`config.mk`:
```
export PLATFORM = sky130hd
export DESIGN_NAME = dual_uop_queue_flat
export DESIGN_NICKNAME = d
export VERILOG_FILES = /design/src/rtl/dual_uop_queue_if.sv /design/src/rtl/dual_uop_queue.sv /design/src/flat_wrapper.sv
export SDC_FILE = /design/constraint.sdc
export NUM_CORES = 2
export LEC_CHECK = 0
export BUFFER_PORTS_ARGS = -buffer_cell sky130_fd_sc_hd__buf_2
export CORE_ASPECT_RATIO = 1.75
export CORE_MARGIN = 2
export CORE_UTILIZATION = 55
export DETAILED_ROUTE_END_ITERATION = 16
export PLACE_DENSITY_LB_ADDON = 0.3
export SETUP_SLACK_MARGIN = 0.3
export SLEW_MARGIN = 20
export SYNTH_ARGS = -nofsm -noshare
export SYNTH_HDL_FRONTEND = slang
export SYNTH_SLANG_ARGS = --single-unit
```
`constraint.sdc`:
```
create_clock -name clk -period 21.2 [get_ports clk]
set_clock_uncertainty 0.15 [all_clocks]
set_input_delay 2.12 -clock clk [delete_from_list [all_inputs] [get_ports clk]]
set_output_delay 2.12 -clock clk [all_outputs]
set_load 0.02 [all_outputs]
```
`src/rtl/dual_uop_queue_if.sv`:
```
// Decode-to-issue handshake bundle: dual enqueue slots, two oldest issue slots, dequeue count and occupancy.
// The master modport is the decode/issue side; the slave modport is the queue.
interface dual_uop_queue_if #(
  parameter int DEPTH = 8,
  parameter int UOP_W = 160
);
  localparam int PTR_W = $clog2(DEPTH);

  logic             flush_i;
  logic             in1_valid_i;
  logic [UOP_W-1:0] in1_uop_i;
  logic             in2_valid_i;
  logic [UOP_W-1:0] in2_uop_i;
  logic             enq_ready_o;
  logic             out1_valid_o;
  logic [UOP_W-1:0] out1_uop_o;
  logic             out2_valid_o;
  logic [UOP_W-1:0] out2_uop_o;
  logic [1:0]       deq_cnt_i;
  logic [PTR_W:0]   count_o;

  modport master (
    output flush_i, in1_valid_i, in1_uop_i, in2_valid_i, in2_uop_i, deq_cnt_i,
    input  enq_ready_o, out1_valid_o, out1_uop_o, out2_valid_o, out2_uop_o, count_o
  );

  modport slave (
    input  flush_i, in1_valid_i, in1_uop_i, in2_valid_i, in2_uop_i, deq_cnt_i,
    output enq_ready_o, out1_valid_o, out1_uop_o, out2_valid_o, out2_uop_o, count_o
  );
endinterface

```
`src/rtl/dual_uop_queue.sv`:
```
// In-order circular uop buffer: up to 2 enq / 2 deq per cycle; enqueued uops visible next cycle.
// Backpressure: enq_ready_o only when a whole pair fits in registered occupancy; same-cycle deq is not credited.
module dual_uop_queue #(
  parameter int DEPTH = 8,
  parameter int UOP_W = 160
) (
  input logic             clk,
  input logic             rst,
  dual_uop_queue_if.slave q
);
  localparam int PTR_W = $clog2(DEPTH);
  localparam logic [PTR_W:0] ENQ_LIM = (PTR_W+1)'(DEPTH - 2);

  logic [UOP_W-1:0] mem [DEPTH];
  logic [PTR_W-1:0] head_q, head_d, tail_q, tail_d;
  logic [PTR_W:0]   cnt_q, cnt_d;
  logic [PTR_W+1:0] cnt_nxt;
  logic [PTR_W-1:0] head_p1, tail_p1, in2_slot;
  logic             enq_rdy, enq_ok;
  logic [1:0]       enq_n, deq_req, deq_n;

  assign enq_rdy  = (cnt_q <= ENQ_LIM);
  assign enq_ok   = enq_rdy && !q.flush_i;
  assign head_p1  = head_q + PTR_W'(1);
  assign tail_p1  = tail_q + PTR_W'(1);
  assign in2_slot = q.in1_valid_i ? tail_p1 : tail_q;

  always_comb begin
    enq_n = 2'd0;
    if (enq_ok) begin
      enq_n = {1'b0, q.in1_valid_i} + {1'b0, q.in2_valid_i};
    end
  end

  // A request of 3 is treated as 2, then clamped to what is actually held.
  always_comb begin
    deq_req = (q.deq_cnt_i == 2'd3) ? 2'd2 : q.deq_cnt_i;
    deq_n   = deq_req;
    if (cnt_q < (PTR_W+1)'(deq_req)) begin
      deq_n = cnt_q[1:0];
    end
  end

  assign cnt_nxt = {1'b0, cnt_q} + (PTR_W+2)'(enq_n) - (PTR_W+2)'(deq_n);

  always_comb begin
    head_d = head_q + PTR_W'(deq_n);
    tail_d = tail_q + PTR_W'(enq_n);
    cnt_d  = cnt_nxt[PTR_W:0];
    if (q.flush_i) begin
      head_d = '0;
      tail_d = '0;
      cnt_d  = '0;
    end
  end

  always_ff @(posedge clk or negedge rst) begin
    if (!rst) begin
      head_q <= '0;
      tail_q <= '0;
      cnt_q  <= '0;
    end else begin
      head_q <= head_d;
      tail_q <= tail_d;
      cnt_q  <= cnt_d;
    end
  end

  // Storage is deliberately left unreset; valid flags gate everything read out.
  always_ff @(posedge clk) begin
    if (enq_ok && q.in1_valid_i) begin
      mem[tail_q] <= q.in1_uop_i;
    end
    if (enq_ok && q.in2_valid_i) begin
      mem[in2_slot] <= q.in2_uop_i;
    end
  end

  assign q.enq_ready_o  = enq_rdy;
  assign q.out1_valid_o = (cnt_q >= (PTR_W+1)'(1));
  assign q.out2_valid_o = (cnt_q >= (PTR_W+1)'(2));
  assign q.out1_uop_o   = q.out1_valid_o ? mem[head_q]  : '0;
  assign q.out2_uop_o   = q.out2_valid_o ? mem[head_p1] : '0;
  assign q.count_o      = cnt_q;

  // Unsigned compare also catches underflow, which would wrap to a huge value.
  a_cnt_bound: assert property (@(posedge clk) disable iff (!rst)
    cnt_nxt <= (PTR_W+2)'(DEPTH));
endmodule
```
`src/flat_wrapper.sv`:
```
// flat-port wrapper written by rule: the top's interface ports become plain ports
module dual_uop_queue_flat 
#(
  parameter int DEPTH = 8,
  parameter int UOP_W = 160
)
  (clk, rst, q_flush_i, q_in1_valid_i, q_in1_uop_i, q_in2_valid_i, q_in2_uop_i, q_deq_cnt_i, q_enq_ready_o, q_out1_valid_o, q_out1_uop_o, q_out2_valid_o, q_out2_uop_o, q_count_o);
  dual_uop_queue_if #(.DEPTH(DEPTH), .UOP_W(UOP_W)) q_i ();
  input logic clk;
  input logic rst;
  input wire logic [$bits(q_i.flush_i)-1:0] q_flush_i;
  input wire logic [$bits(q_i.in1_valid_i)-1:0] q_in1_valid_i;
  input wire logic [$bits(q_i.in1_uop_i)-1:0] q_in1_uop_i;
  input wire logic [$bits(q_i.in2_valid_i)-1:0] q_in2_valid_i;
  input wire logic [$bits(q_i.in2_uop_i)-1:0] q_in2_uop_i;
  input wire logic [$bits(q_i.deq_cnt_i)-1:0] q_deq_cnt_i;
  output wire logic [$bits(q_i.enq_ready_o)-1:0] q_enq_ready_o;
  output wire logic [$bits(q_i.out1_valid_o)-1:0] q_out1_valid_o;
  output wire logic [$bits(q_i.out1_uop_o)-1:0] q_out1_uop_o;
  output wire logic [$bits(q_i.out2_valid_o)-1:0] q_out2_valid_o;
  output wire logic [$bits(q_i.out2_uop_o)-1:0] q_out2_uop_o;
  output wire logic [$bits(q_i.count_o)-1:0] q_count_o;
  assign q_i.flush_i = q_flush_i;
  assign q_i.in1_valid_i = q_in1_valid_i;
  assign q_i.in1_uop_i = q_in1_uop_i;
  assign q_i.in2_valid_i = q_in2_valid_i;
  assign q_i.in2_uop_i = q_in2_uop_i;
  assign q_i.deq_cnt_i = q_deq_cnt_i;
  assign q_enq_ready_o = q_i.enq_ready_o;
  assign q_out1_valid_o = q_i.out1_valid_o;
  assign q_out1_uop_o = q_i.out1_uop_o;
  assign q_out2_valid_o = q_i.out2_valid_o;
  assign q_out2_uop_o = q_i.out2_uop_o;
  assign q_count_o = q_i.count_o;
  dual_uop_queue #(.DEPTH(DEPTH), .UOP_W(UOP_W)) u_core (.clk(clk), .rst(rst), .q(q_i));
endmodule
```
==> metrics.cfg <==
[run_status]
outcome = complete, no violations

[timing]
finalCritPeriodShare_pct = 41.0
rsz0062_at_grt = no
max_freq_mhz = 115
fin_ws_ps = 12500
hold_violations = 0
max_slew_margin_pct = 23.4
timing.hold.ws_ps = 465
setup_tns_ps = 0
min_period_ps = 8700
maxSlewViolCount = 0
worstMarginPinSlew_ps = 1150
finalSetupViolCount = 0

[grt]
first_global_vias = 48400
grt_usage_pct = 32.2
antenna_found_initial = 90
grt_max_degree = 142
grt_pass1_wl_mm = 322
grt-ovfl-total = 0

[clock_network]
tritoncts = done
clock-sinks = 1290
cts_resized = 0
clock_latency_ps = 760
clk_pin_slew_worst_paths_ps = 70
cts_made_buffers = 120
cts-hold-fix-buffers = 0
cts.root.buffer_cell = clkbuf_16
clockBufferDepth = 3
htreeDepth = 3
postCtsSetupBuffers = 0

[worst_setup_path]
cp_max_fo = 63
worstPathArrival_ps = 6430
reg2reg_slack_ps = 15410
rr_worst_depth = 9
worstSetupEndpointType = output port
cp-start-kind = register
cp.required_ps = 18930
criticalPathCategory = reg2out

[yosys]
ys_seq_elements = 1290
yosysTopAreaCell = edfxtp_1
synth_commonest_cells = edfxtp_1 (1280), mux2_2 (1264), mux4_2 (640)
synthDistinctLibCells = 36
synth_edf_count = 1280
ys_top_cells_by_area = edfxtp_1 (52%), mux4_2 (19%), mux2_2 (19%)
ys_seq_area_share_pct = 52.3
synthesis.nets = 4821
ys.warnings.count = 0
synthCells = 4478
synth_most_common_cell = edfxtp_1
syn_area_um2 = 73900
avgSynthCellArea_um2 = 16.5
synth_flop_cell = edfxtp_1
synth_top_area_share_pct = 52.0
async_flop_share_pct = 0.775

[detailed_routing]
wire_per_inst_um = 32.2
route.detailed.drc = 0
vias = 46600
vias_per_cell = 6.74
drt_iter0_drc = 4326
dr.pass1.iters = 5
drt_wl_total_mm = 223
ant_nets = 0

[placed_design]
placed_cells = 6634
port_buffers = 653
dp_hpwl_mm = 126
gp_congestion = 0.812
dp_slack_ps = 13340
place_area_um2 = 78900

[power]
leakagePower_nw = 27.7
p_per_area_nw_per_um2 = 129
vdd_drop_max_v = 0.000127
finalPower_mw = 10.7

[layout]
multi_input_area_um2 = 33900
seq_area_um2 = 38700
drive_gt1_share_pct = 56.1
fin_nets = 5300
fin_area_um2 = 83100
fillers = 9850
final_cells = 6921
area_growth_pct = 12.3
fin_util_pct = 62.1

[job]
cap_violations = 0

[floorplan]
row_count = 178
die_w_um = 281
dieArea_um2 = 138000
start_util_pct = 55.2
die_h_um = 489
pin_count = 654
core_um2 = 134000

[worst_hold_path]
hold_path_depth = 2
hold_path_class = reg2reg

[flip-flops by register name, summed over array words and instances, names as in the netlist]
| name | cells |
|---|---|
| u_core.tail_q | 3 |
| u_core.head_q | 3 |
| u_core.q.count_o | 4 |
| u_core.mem | 1280 |
[final cells by class]
type                       instances  share of cell area, %
sequential                      1290                   46.6
multi-input combinational       2803                   40.9
timing repair buffer             729                   4.87
clock buffer                     141                   3.71
tap                             1800                   2.71
clock inverter                    85                   1.02
antenna                           60                  0.181
inverter                          13                 0.0588
[worst max-delay path, cell delays in order, from the launching register on]
cell and delay [ps]:
dfrtp_4 900, ha_4 860, buf_4 790, buf_4 850, buf_4 930, mux4_2 360, nand2_1 60, a21oi_1 450
buf_2 260
[power breakdown]
| part | internal (mW) | switching [mW] |
|---|---|---|
| Clock | 1.20 | 1.01 |
| Combinational | 2.14 | 3.28 |
| Sequential | 2.98 | 0.105 |
[cell families (layout without fill, tap and decap cells)]
family | Yosys count | count (layout) | synth area share, %
xor gates and xnor gates | 6 | 6 | 0.0711
and+or+nand+nor | 519 | 519 | 2.72
other | 0 | 60 | 0
DFF | 1290 | 1290 | 52.3
muxes | 2080 | 2080 | 41.2
adders and majority gates | 16 | 16 | 0.311
AOI/OAI and AO/OA | 182 | 182 | 1.31
buffers and inverters | 385 | 968 | 2.12
[routing by layer]
layer,GRT usage [%],wire (um),vias to the layer above
met4,11.6,6530,96
met3,9.02,23200,456
met5,0,598,-
met1,38.3,78400,24500
li1,-,-,19300
met2,55.7,114000,2290
[worst paths after layout]
path | start | end
setup / recovery | u_core.head_q[0] | q_out2_uop_o[59]
hold / removal | u_core.tail_q[2] | u_core.tail_q[2]
setup reg to reg | u_core.q.count_o[3] | u_core.mem[3][125]
hold reg to reg | u_core.tail_q[2] | u_core.tail_q[2]
max in group asynchronous | rst | u_core.head_q[2]
min in group asynchronous | rst | u_core.q.count_o[2]
[cells in the final DEF, fill, tap and decap left out, types with 21 or more instances in the layout]
master,instances
a21oi_1,164
buf_2,653
buf_4,60
clkbuf_1,21
clkbuf_16,120
clkinv_1,25
clkinv_2,30
diode_2,60
edfxtp_1,1280
mux2_2,1264
mux2i_1,160
mux4_2,640
nand2_1,324
nor2_1,165
(Power assumes the default switching activity.)
